$ cat src/rtl/nmi_event_source_pkg.sv
// rtl/nmi_event_source_pkg.sv - shared constants and state encodings for the NMI hot-key event source
package nmi_event_source_pkg;

   localparam logic [7:0] NMIMASK_DEFAULT = 8'h0A;

   localparam logic [7:0] SC_EXT   = 8'hE0;
   localparam logic [7:0] SC_BREAK = 8'hF0;
   localparam logic [7:0] SC_CTRL  = 8'h14;
   localparam logic [7:0] SC_ALT   = 8'h11;
   localparam logic [7:0] SC_F1    = 8'h05;
   localparam logic [7:0] SC_F2    = 8'h06;
   localparam logic [7:0] SC_F3    = 8'h04;
   localparam logic [7:0] SC_F4    = 8'h0C;
   localparam logic [7:0] SC_F5    = 8'h03;

   typedef enum logic [1:0] {
      P_IDLE = 2'd0,
      P_E0   = 2'd1,
      P_F0   = 2'd2,
      P_E0F0 = 2'd3
   } prefix_state_t;

   typedef enum logic [1:0] {
      D_ARMED    = 2'd0,
      D_WAIT_ACK = 2'd1,
      D_IN_NMI   = 2'd2,
      D_HOLDOFF  = 2'd3
   } deliver_state_t;

   function automatic logic [4:0] fkey_bit(input logic [7:0] code);
      logic [4:0] bits;
      bits = 5'b00000;
      case (code)
         SC_F1:   bits = 5'b00001;
         SC_F2:   bits = 5'b00010;
         SC_F3:   bits = 5'b00100;
         SC_F4:   bits = 5'b01000;
         SC_F5:   bits = 5'b10000;
         default: bits = 5'b00000;
      endcase
      return bits;
   endfunction

endpackage

$ cat src/rtl/nmi_event_source_decoder.sv
// rtl/nmi_event_source_decoder.sv - PS/2 prefix/modifier decoder producing ctrl+alt+F1..F5 hits
module ps2_hotkey_decoder
   import nmi_event_source_pkg::*;
(
   input  logic       clk,
   input  logic       rst_n,
   input  logic [7:0] scancode,
   input  logic       scancode_valid,
   output logic [4:0] hit,
   output logic       strobe
);

   prefix_state_t state;
   prefix_state_t state_next;
   logic          consume;
   logic          is_break;
   logic          is_ext;
   logic          lctrl;
   logic          lalt;
   logic          rctrl;
   logic          ralt;

   always_ff @(posedge clk) begin
      if (!rst_n) begin
         state <= P_IDLE;
      end else begin
         state <= state_next;
      end
   end

   always_comb begin
      state_next = state;
      consume    = 1'b0;
      is_break   = 1'b0;
      is_ext     = 1'b0;
      if (scancode_valid) begin
         case (state)
            P_IDLE: begin
               if (scancode == SC_EXT) begin
                  state_next = P_E0;
               end else if (scancode == SC_BREAK) begin
                  state_next = P_F0;
               end else begin
                  consume = 1'b1;
               end
            end
            P_E0: begin
               if (scancode == SC_BREAK) begin
                  state_next = P_E0F0;
               end else begin
                  consume    = 1'b1;
                  is_ext     = 1'b1;
                  state_next = P_IDLE;
               end
            end
            P_F0: begin
               consume    = 1'b1;
               is_break   = 1'b1;
               state_next = P_IDLE;
            end
            P_E0F0: begin
               consume    = 1'b1;
               is_break   = 1'b1;
               is_ext     = 1'b1;
               state_next = P_IDLE;
            end
            default: state_next = P_IDLE;
         endcase
      end
   end

   // Modifier flags follow make/break; left and right keys differ only by the E0 prefix.
   always_ff @(posedge clk) begin
      if (!rst_n) begin
         lctrl <= 1'b0;
         lalt  <= 1'b0;
         rctrl <= 1'b0;
         ralt  <= 1'b0;
      end else if (consume) begin
         if (scancode == SC_CTRL) begin
            if (is_ext) rctrl <= ~is_break;
            else        lctrl <= ~is_break;
         end
         if (scancode == SC_ALT) begin
            if (is_ext) ralt <= ~is_break;
            else        lalt <= ~is_break;
         end
      end
   end

   assign strobe = consume;
   assign hit    = (consume && !is_break && !is_ext && (lctrl || rctrl) && (lalt || ralt))
                   ? fkey_bit(scancode) : 5'b00000;

endmodule

$ cat src/rtl/nmi_event_source.sv
// rtl/nmi_event_source.sv - masked hot-key pending register and NMI delivery handshake
module nmi_event_source
   import nmi_event_source_pkg::*;
#(
   parameter logic [7:0] NMIMASK = NMIMASK_DEFAULT,
   parameter int         HOLDOFF = 16
)
(
   input  logic       clk,
   input  logic       rst_n,
   input  logic [7:0] scancode,
   input  logic       scancode_valid,
   input  logic [7:0] zxuno_addr,
   input  logic       zxuno_regwr,
   input  logic       zxuno_regrd,
   input  logic [7:0] din,
   input  logic       page_configrom_active,
   output logic [4:0] userevents,
   output logic [7:0] dout,
   output logic       oe_n
);

   localparam int CW = (HOLDOFF > 1) ? $clog2(HOLDOFF) : 1;

   deliver_state_t dstate;
   deliver_state_t dstate_next;
   logic [4:0]     mask;
   logic [4:0]     pending;
   logic [4:0]     pending_next;
   logic [4:0]     clear_bits;
   logic [4:0]     hit;
   logic           strobe;
   logic [CW-1:0]  count;
   logic           count_load;
   logic           count_dec;
   logic           unused_din;

   ps2_hotkey_decoder u_decoder (
      .clk            (clk),
      .rst_n          (rst_n),
      .scancode       (scancode),
      .scancode_valid (scancode_valid),
      .hit            (hit),
      .strobe         (strobe)
   );

   always_comb begin
      dstate_next = dstate;
      clear_bits  = 5'b00000;
      count_load  = 1'b0;
      count_dec   = 1'b0;
      case (dstate)
         D_ARMED: begin
            if (page_configrom_active)  dstate_next = D_IN_NMI;
            else if (pending != 5'b0)   dstate_next = D_WAIT_ACK;
         end
         D_WAIT_ACK: begin
            if (page_configrom_active) begin
               clear_bits  = userevents;
               dstate_next = D_IN_NMI;
            end
         end
         D_IN_NMI: begin
            if (!page_configrom_active) begin
               count_load  = 1'b1;
               dstate_next = D_HOLDOFF;
            end
         end
         D_HOLDOFF: begin
            if (count == '0) dstate_next = D_ARMED;
            else             count_dec   = 1'b1;
         end
         default: dstate_next = D_ARMED;
      endcase
   end

   // Only the word the handler saw is retired; hits arriving in the acknowledge cycle survive.
   assign pending_next = (pending & ~clear_bits) | (strobe ? (hit & mask) : 5'b00000);

   always_ff @(posedge clk) begin
      if (!rst_n) begin
         dstate     <= D_ARMED;
         pending    <= 5'b00000;
         mask       <= 5'b11111;
         userevents <= 5'b00000;
         count      <= '0;
      end else begin
         dstate     <= dstate_next;
         pending    <= pending_next;
         userevents <= (dstate_next == D_WAIT_ACK) ? pending_next : 5'b00000;
         if (zxuno_regwr && zxuno_addr == NMIMASK) mask <= din[4:0];
         if (count_load)     count <= CW'(HOLDOFF - 1);
         else if (count_dec) count <= count - CW'(1);
      end
   end

   assign dout       = {3'b000, mask};
   assign oe_n       = ~(zxuno_regrd && zxuno_addr == NMIMASK);
   assign unused_din = ^din[7:5];

endmodule

$ cat config.mk
export PLATFORM = sky130hd
export DESIGN_NAME = nmi_event_source
export DESIGN_NICKNAME = d
export VERILOG_FILES = /design/src/rtl/nmi_event_source_pkg.sv /design/src/rtl/nmi_event_source_decoder.sv /design/src/rtl/nmi_event_source.sv
export SDC_FILE = /design/constraint.sdc
export NUM_CORES = 1
export LEC_CHECK = 0
export CAP_MARGIN = 10
export CELL_PAD_IN_SITES_DETAIL_PLACEMENT = 1
export CELL_PAD_IN_SITES_GLOBAL_PLACEMENT = 2
export CORE_MARGIN = 3
export CORE_UTILIZATION = 24
export DETAILED_ROUTE_END_ITERATION = 6
export GPL_ROUTABILITY_DRIVEN = 0
export PLACE_DENSITY = 0.75
export SYNTH_ARGS = -nofsm -noshare
export SYNTH_HDL_FRONTEND = slang
export SYNTH_SLANG_ARGS = --single-unit
$ cat constraint.sdc
create_clock -name clk -period 1.3 [get_ports clk]
set_input_delay 0.26 -clock clk [delete_from_list [all_inputs] [get_ports clk]]
set_output_delay 0.26 -clock clk [all_outputs]
set_load 0.01 [all_outputs]
# Word level (Yosys, flattened, before mapping)
# Cells that the tools add are included.
[totals]
register_bits = 27
latchBits = 0
mem_bits_rw = 0
rom_bits = 0
out_inout_bits = 14
elab_cells = 87
mem_count = 0
[classes]
addsub = 1
n_mul = 0
n_div = 0
n_lt_le_gt_ge = 0
eq_ne = 18
n_shift = 0
muxes = 29
bitwise = 7
reduce_logical = 22
[op_table]
columns = ["op", "count"]
rows = [
  ["$pmux W5 S5", 1],
  ["$eq A8 B3 Y1 const B", 3],
  ["$mux W5", 4],
  ["$eq A8 B4 Y1 const B", 2],
  ["$eq A8 B5 Y1 const B", 2],
  ["$eq A8 B8 Y1 const B", 2],
  ["$mux W2", 8],
  ["$reduce_and A3 Y1", 4],
  ["$and A5 B5 Y5", 2],
  ["$mux W1", 10],
  ["$eq A2 B2 Y1 const B", 4],
  ["$eq A8 B2 Y1 const B", 1],
  ["$mux W4", 2],
  ["$pmux W2 S4", 1],
  ["$eq A2 B1 Y1 const B", 3],
  ["$logic_and A1 B1 Y1", 6],
  ["$pmux W2 S3", 1],
  ["$not A5 Y5", 1],
  ["$or A5 B5 Y5", 1],
  ["$reduce_bool A5 Y1", 1],
  ["$logic_not A2 Y1", 2],
  ["$logic_not A4 Y1", 1],
  ["$reduce_and A2 Y1", 2],
  ["$sub A4 B1 Y4 const B", 1],
  ["8 further kinds", 12],
]

# Longest topological paths before layout
# Gate-level depths: netlist of run 1.
[depth]
word_depth = 13
depth_mapped = 5
ltp_nobuf = 5

# Hierarchy
# From an unflattened synthesis of run 1, not the netlist that was laid out.
[hier_totals]
hier_cells = 153
hier_area_um2 = 1342.5
[modules_own_cells]
columns = ["mod", "instances", "cells_per_inst", "area_each_um2", "seq_area_each_um2"]
rows = [
  ["nmi_event_source", 1, 101, 917.1, 420.4],
  ["ps2_hotkey_decoder", 1, 52, 425.4, 120.1],
]

# Least setup slack after synthesis of run 1
# OpenSTA, ideal clock, no wires.
[synth_timing]
kind = "reg2reg"
start = "register count[0]"
end = "register count[0]"
setup_ns = 0.134
arrival_time_ns = 1.267
required_time_ns = 1.166
path_slack_ns = -0.101
stages_incl_launch_ff = 6
synth_period_minus_slack_ns = 1.401
path_cell_list = "dfxtp_1 inv_1 ha_1 or3b_1 a311oi_1 a211oi_1"
[synth_via]
elab_chain_cells = 4
elab_cells_between_ends = 7
cone_classes = "add/sub: 1; mux: 4; reduce/logical: 2"
[synth_lines]
columns = ["element", "line", "rtl"]
rows = [
  ["start: declaration", "nmi_event_source.sv:33", "logic [CW-1:0] count;"],
  ["start signal: assignment", "nmi_event_source.sv:92", "if (count_load) count <= CW'(HOLDOFF - 1);"],
  ["start signal: assignment", "nmi_event_source.sv:93", "else if (count_dec) count <= count - CW'(1);"],
  ["parallel branches: the longest is 4 deep, another holds $sub A4 B1 Y4", "n/a", ""],
]
# Parallel ways; which one is timed is not known. The select of a mux whose other input is x is not followed.
# A chain may end at the register's enable or synchronous reset.

# Worst setup path in the final report of run 1
[layout_timing]
start = "input port zxuno_addr[6]"
end = "output port oe_n"
[layout_via]
elab_chain_cells = 3
[layout_lines]
columns = ["element", "line", "rtl"]
rows = [
  ["start: declaration", "nmi_event_source.sv:13", "input logic [7:0] zxuno_addr,"],
  ["$eq A8 B4 Y1", "nmi_event_source.sv:98", "assign oe_n = ~(zxuno_regrd && zxuno_addr == NMIMASK);"],
  ["$logic_and A1 B1 Y1", "nmi_event_source.sv:98", ""],
  ["$not A1 Y1", "nmi_event_source.sv:98", ""],
  ["end: declaration", "nmi_event_source.sv:20", "output logic oe_n"],
]
# No other way between the ends.

==> results of run 1 <==
==> timing repair <==
| item | 4_1_cts | 5_1_grt |
|---|---|---|
| setup endpoints to repair | 32 | 24 |
| hold endpoints to repair | 0 | 0 |
| setup buffers | 1 | 1 |
| resized for setup | 63 | 25 |
| pin swaps | 13 | 15 |
==> registers in the layout, summed over array words and instances (netlist names) <==
signal and count:
userevents 5, u_decoder.state 2, count 4, u_decoder.ralt 1
pending 5, u_decoder.rctrl 1, dstate 2, mask 5
u_decoder.lalt 1, u_decoder.lctrl 1
==> kinds of logic after synthesis <==
group           count (synthesis)
mux                             9
simple gates                   81
fa+ha+maj                       1
buf+inv                        17
flops                          27
compound gates                 27
other cells                     1
==> through the flow <==
stage | worst slack (ns) | std cells | area, um2 | hold slack (ns) | util (%)
2_1_floorplan | -0.07063 | 165 | 1475 | 0.4143 | -
3_3_place_gp | -0.7886 | 296 | 2125 | 0.4537 | 37.43
3_5_place_dp | -0.8013 | 296 | 2125 | 0.4595 | 37.43
4_1_cts | -0.1293 | 301 | 2230 | 0.4745 | 39.29
5_1_grt | -0.1817 | 302 | 2315 | 0.4620 | 40.78
6_report | -0.1406 | 302 | 2315 | 0.4376 | 40.78
==> metal layers <==
layer  share of wire (%)  track usage [%]  vias up
met5                   0                0        -
li1                    -                -      737
met3                 4.1            1.974        4
met4                 1.9            4.386        0
met1                  48            15.70      673
met2                  46            20.03       34
==> layout make-up <==
type | count | area [um2]
Fill cell | 672 | 3361
Multi-Input combinational cell | 121 | 962.2
Timing Repair Buffer | 71 | 629.4
Sequential cell | 27 | 548.0
Tap cell | 72 | 90.09
Clock buffer | 4 | 45.04
Inverter | 7 | 40.04
==> power by group <==
part	internal, mW	total (mW)	switching, mW
clock	0.219	0.479	0.260
combinational	0.220	0.378	0.158
sequential	0.842	0.860	0.0179
total	1.28	1.72	0.436
==> cells in the final DEF, fill, tap and decap left out, types with 6 or more instances in the layout <==
master,netlist,routed
clkdlybuf4s50_1,0,8
buf_6,0,13
nand4b_1,9,9
dlygate4sd2_1,0,16
dfxtp_1,27,21
buf_4,3,24
mux2i_1,9,9
nand3_1,14,14
dfxtp_2,0,6
nor2_1,14,13
o21ai_1,8,7
nand2_1,13,13
==> path summary, 6_finish.rpt <==
path                                     start                         endpoint  slack, ns
setup / recovery                 zxuno_addr[6]                             oe_n      -0.14
hold / removal                     scancode[4]  u_decoder.state[1]$_SDFFE_PN0P_       0.44
setup reg to reg         count[1]$_SDFFE_PN0P_            count[0]$_SDFFE_PN0P_      -0.10
hold reg to reg   u_decoder.lctrl$_SDFFE_PN0P_     u_decoder.lctrl$_SDFFE_PN0P_       0.47
==> critical path, cell delays in order <==
cell	delay [ns]
buf_6	0.09
or4_4	0.53
nor2_1	0.11
nand2_1	0.05
buf_2	0.13
==> results by group, run 1 <==
Status
  • Status: finished with violations
  • Violated checks: negative setup slack

Synthesis
  • #FFs+latches synth: 27
  • Count leader, synth: dfxtp_1
  • Synth Area in Simple Gates: 36.07%
  • Top post-synthesis cells by area: dfxtp_1 (37%), mux2i_1 (6.2%), nand4b_1 (5.4%), nand3_1 (4.8%), nor2_1 (3.6%)
  • Cells after Synth: 163
  • Netlist Area Pre-Place: 1450 um2
  • Post-Synth XOR/XNOR Area: 0%
  • Post-synthesis sequential area ratio: 37.27%
  • Post-synth top area share: 37.27%
  • Async SR Flop Fraction: 0%
  • Synth Flop Type: dfxtp_1
  • Post-synthesis mux area share: 6.212%
  • Cell taking the most area after synthesis: dfxtp_1
  • EDFF count, synth: 0
  • Combinational family with the most area after synthesis: simple AND/OR/NAND/NOR gates
  • Synth unique cells: 46
  • Adder-Cell Fraction of Synth Area: 0.8628%
  • Post-synth top cells: dfxtp_1 (27), nand3_1 (14), nor2_1 (14), nand2_1 (13)
  • Synthesized area per cell: 8.897 um2
  • Yosys Warn Count: 0
  • Synth Area in Compound Gates: 13.03%

Finish
  • Final #Nets: 262
  • Area Growth Syn to Fin: 59.62%
  • Layout cells sized above 1: 35.65%
  • Number of diodes: 0

Timing
  • Setup Skew: 0.002104 ns
  • Final Setup Violations: 6
  • Final Hold Fails: 0
  • Period utilization: 110.8%
  • Fmax: 0.6941 GHz
  • Slew Viols, Final: 0
  • Final worst setup slack: -0.1406 ns
  • Fin crit period: 1.441 ns
  • RSZ-0062 raised after global routing: yes
  • Setup TNS: -0.3417 ns

Drt
  • Via Count: 1448
  • Antenna Violating Nets Remaining: 0
  • Drt wl/cell: 13.65 um
  • Iter 0 DRT Violations: 69
  • Post-Route WL: 4.121 mm
  • Pre-Repair DR Iteration Count: 4
  • DRC: 0
  • Vias per std cell: 4.795

Global routing
  • Largest net degree at the start of global routing: 17
  • Total GRT Usage: 12.08%
  • Total congestion overflow: 0
  • Vias in the first global route: 1527
  • First-pass GRT wire length: 7.141 mm
  • Initial antenna violation count: 0

Worst setup path
  • Setup crit start kind: primary input
  • Max Fanout on Critical Path: 2
  • Worst setup EP type: output pin
  • Arr. time, crit path: 1.18 ns
  • Length in cells of the worst reg-to-reg path: 5
  • CP required: 1.04 ns
  • Critical path class: in -> out

Clocking
  • Clock Latency Late Sink: 0.27 ns
  • Root Driver: clkbuf_8
  • Clock Sinks: 27
  • Clock-pin slew on the worst setup and hold paths: 0.09 ns
  • CTS Hold Bufs: 0
  • CTS tree: done
  • H-tree levels: 1
  • Total CTS buffers: 3
  • Clk buf depth: 2

Floorplan
  • Core Region: 5675 um2
  • Die Wd: 83.73 um
  • Starting Density: 25.55%
  • Die H: 83.73 um
  • Die area: 7011 um2
  • Ports: 44
  • Row cnt: 27

Power and ir drop
  • Leak Pwr: 0.9386 nW
  • Pwr dens: 741.7 nW/um2
  • Worst vdd ir: 377.0 uV
  • Pwr Total: 1.717 mW

Worst hold path
  • HP Class: in -> reg
  • Worst hold path depth: 4

Flow run
  • Max-cap violations: 0

Placement
  • DP HPWL: 3.224 mm
  • Port Buffers: 37
(Power assumes the default switching activity.)
==> inputs of run 2 (changes only) <==
--- a/config.mk
+++ b/config.mk
@@ -13,6 +13,7 @@
 export DETAILED_ROUTE_END_ITERATION = 6
 export GPL_ROUTABILITY_DRIVEN = 0
 export PLACE_DENSITY = 0.75
+export SETUP_SLACK_MARGIN = 0.2
 export SYNTH_ARGS = -nofsm -noshare
 export SYNTH_HDL_FRONTEND = slang
 export SYNTH_SLANG_ARGS = --single-unit
==> run 2 against run 1 <==
The flow still finishes with violations (negative setup slack). Core utilization up 0.82 points. Worst setup slack better by 0.014 ns. Clock skew increased by 0.0067 ns. Flip-flop and latch count unchanged. Routed wire length grew 12%. Cell count increased by 1.3%. Non-clock buffer count rose by 4. Sequential power about the same. Maximum frequency grew 0.98%. Via count rose by 5.0%. Global-route usage is 1.6 points higher. Register-to-register slack better by 0.03 ns. Critical path type unchanged.
==> results by group, run 2 (synthesis results as in run 1) <==
Timing
  • Setup Skew: 0.008803 ns (was 0.002104 ns)
  • Period utilization: 109.7% (was 110.8%)
  • Fin crit period: 1.427 ns (was 1.441 ns)
  • Final Setup Violations: 9 (was 6)
  • Fmax: 0.7010 GHz (was 0.6941 GHz)
  • WHS: 0.4245 ns (was 0.4376 ns)
  • Final Hold Fails: 0 (unchanged)
  • RSZ-0062 raised after global routing: yes (unchanged)
  • Final worst setup slack: -0.1266 ns (was -0.1406 ns)
  • Setup TNS: -0.4960 ns (was -0.3417 ns)
  • Slew Viols, Final: 0 (unchanged)

Worst setup path
  • Cell Chain, Critical Path: buf_6, or4_4, nor2_2, nand2_1, buf_2 (was buf_6, or4_4, nor2_1, nand2_1, buf_2)
  • Register-to-register setup slack: -0.07 ns (was -0.10 ns)
  • Length in cells of the worst reg-to-reg path: 5 (unchanged)
  • Setup crit start kind: primary input (unchanged)
  • Critical path class: in -> out (unchanged)
  • Arr. time, crit path: 1.17 ns (was 1.18 ns)
  • CP required: 1.04 ns (about the same)
  • Max Fanout on Critical Path: 2 (unchanged)
  • Critical R2R Launch: count[1]$_SDFFE_PN0P_ (unchanged)
  • Worst path buffer plus inverter count: 2 (unchanged)
  • Critical path's top delay family: simple AND/OR/NAND/NOR gates (unchanged)
  • Critical path's slowest cell: or4_4 (unchanged)
  • R2r endpoint: count[0]$_SDFFE_PN0P_ (unchanged)
  • CP peak stage delay: 0.53 ns (about the same)
  • Worst setup EP type: output pin (unchanged)

Finish
  • Layout cells sized above 1: 51.28% (was 35.65%)
  • Final #Nets: 266 (was 262)
  • Finished Core Util: 41.60% (was 40.78%)
  • Area Growth Syn to Fin: 62.81% (was 59.62%)
  • Fin cells: 306 (was 302)
  • Commonest non-fill, non-tap cell in the layout: buf_4 (unchanged)
  • Number of diodes: 0 (unchanged)
  • Top Registers: mask x5, pending x5, userevents x5 (unchanged)
  • Commonest non-fill, non-tap cells in the layout: buf_4 (27), buf_2 (19), dfxtp_2 (17) (was buf_4 (24), dfxtp_1 (21), dlygate4sd2_1 (16))

Drt
  • Antenna Violating Nets Remaining: 0 (unchanged)
  • Pre-Repair DR Iteration Count: 4 (unchanged)
  • Iter 0 DRT Violations: 67 (was 69)
  • Drt wl/cell: 15.11 um (was 13.65 um)
  • DRC: 0 (unchanged)
  • Via Count: 1521 (was 1448)
  • Post-Route WL: 4.625 mm (was 4.121 mm)
  • Vias per std cell: 4.971 (was 4.795)

Power and ir drop
  • Pwr dens: 742.4 nW/um2 (was 741.7 nW/um2)
  • Gate power share: 22.3% (was 22.0%)
  • Net Sw Frac: 27.09% (was 25.38%)
  • Clk pwr share: 28.5% (was 27.9%)
  • Worst vdd ir: 399.3 uV (was 377.0 uV)
  • Internal power: 1.278 mW (was 1.281 mW)
  • NetSw: 474.8 uW (was 435.7 uW)
  • Pwr Total: 1.753 mW (was 1.717 mW)
  • Sequential Power Share: 49.2% (was 50.1%)
  • Leak Pwr: 0.9461 nW (was 0.9386 nW)

Global routing
  • Vias in the first global route: 1687 (was 1527)
  • Total GRT Usage: 13.70% (was 12.08%)
  • Total congestion overflow: 0 (unchanged)
  • First-pass GRT wire length: 7.997 mm (was 7.141 mm)
  • Initial antenna violation count: 0 (unchanged)
  • Largest net degree at the start of global routing: 24 (was 17)

Clocking
  • H-tree levels: 1 (unchanged)
  • CTS tree: done (unchanged)
  • Clk buf depth: 2 (unchanged)
  • Clock Latency Late Sink: 0.28 ns (was 0.27 ns)
  • Clock-pin slew on the worst setup and hold paths: 0.09 ns (about the same)
  • Root Driver: clkbuf_8 (unchanged)
  • Clock Sinks: 27 (unchanged)
  • Total CTS buffers: 3 (unchanged)
  • CTS Hold Bufs: 0 (unchanged)

Worst hold path
  • Hold Path Origin: scancode[1] (was scancode[4])
  • Worst hold path depth: 5 (was 4)
  • HP Class: in -> reg (unchanged)
  • Hold path endpoint: u_decoder.state[0]$_SDFFE_PN0P_ (was u_decoder.state[1]$_SDFFE_PN0P_)

Floorplan
  • Core Region: 5675 um2 (unchanged)
  • Row cnt: 27 (unchanged)
  • Die H: 83.73 um (unchanged)
  • Ports: 44 (unchanged)
  • Die area: 7011 um2 (unchanged)
  • Starting Density: 25.55% (unchanged)
  • Die Wd: 83.73 um (unchanged)

Placement
  • Inst Count DP: 293 (was 296)
  • Port Buffers: 37 (unchanged)
  • DP HPWL: 3.576 mm (was 3.224 mm)

Status
  • Violated checks: negative setup slack (unchanged)
  • Status: finished with violations (unchanged)

Flow run
  • Max-cap violations: 0 (unchanged)
==> run 2: cell count changes in the layout (fill, tap and decap cells not counted), moves of 3 or more <==
cell | before | now
dfxtp_2 | 6 | 17
buf_4 | 24 | 27
buf_2 | 4 | 19
dfxtp_1 | 21 | 9
dlygate4sd2_1 | 16 | 4
dlymetal6s2s_1 | 3 | 0
==> run 2: timing repair <==
action,in CTS,in global routing
pin swaps,21,14
setup endpoints to repair,38,26
gates cloned,0,0
resized for setup,124,26
buffers inserted,8,1
==> run 2: tightest hold or removal path: stages <==
cell       delay [ns]
clkbuf_2         0.11
buf_6            0.13
nor4_4           0.05
o2111ai_1        0.07
nand2_1          0.05
==> run 2: worst max path at each step <==
| stage | to | cells after the start | slack, ns | from |
|---|---|---|---|---|
| 6_report | oe_n | 5 | -0.13 | zxuno_addr[6] |
| 5_1_grt | oe_n | 5 | -0.17 | zxuno_addr[6] |
| 4_1_cts | oe_n | 5 | -0.14 | zxuno_addr[6] |
| 3_5_place_dp | oe_n | 5 | -0.84 | zxuno_addr[3] |
| 3_3_place_gp | oe_n | 5 | -0.84 | zxuno_addr[3] |
| 2_1_floorplan | mask[0]$_SDFFE_PN1P_ | 3 | -0.07 | zxuno_addr[5] |
==> run 2: power by group through the flow <==
stage	clock [mW]	combinational, mW	sequential [mW]
2_1_floorplan	0	0.166	0.873
3_5_place_dp	0	0.342	0.878
4_1_cts	0.519	0.372	0.862
5_1_grt	0.532	0.427	0.865
3_3_place_gp	0	0.327	0.875
6_report	0.499	0.391	0.863
==> run 2: per-layer routing <==
layer	up-vias	track usage, %	part of all wire [%]
li1	749	-	-
met1	735	16.34	44
met2	33	24.73	51
met3	4	1.579	3.0
met4	0	5.556	1.6
met5	-	0	0
==> run 2: final cells by class <==
class / count / area (um2)
sequential: 27 / 565.5
tap: 72 / 90.09
multi-input combinational: 121 / 1036
clock inverter: 1 / 5.005
clock buffer: 3 / 41.29
fill: 666 / 3314
timing repair buffer: 75 / 583.1
inverter: 7 / 40.04
==> run 2: through the flow <==
stage / setup slack, ns / area (um2)
CTS: -0.1383 / 2301
detailed placement: -0.8350 / 2147
finish: -0.1266 / 2361
floorplan: -0.07031 / 1521
global placement: -0.8354 / 2147
global route: -0.1678 / 2361
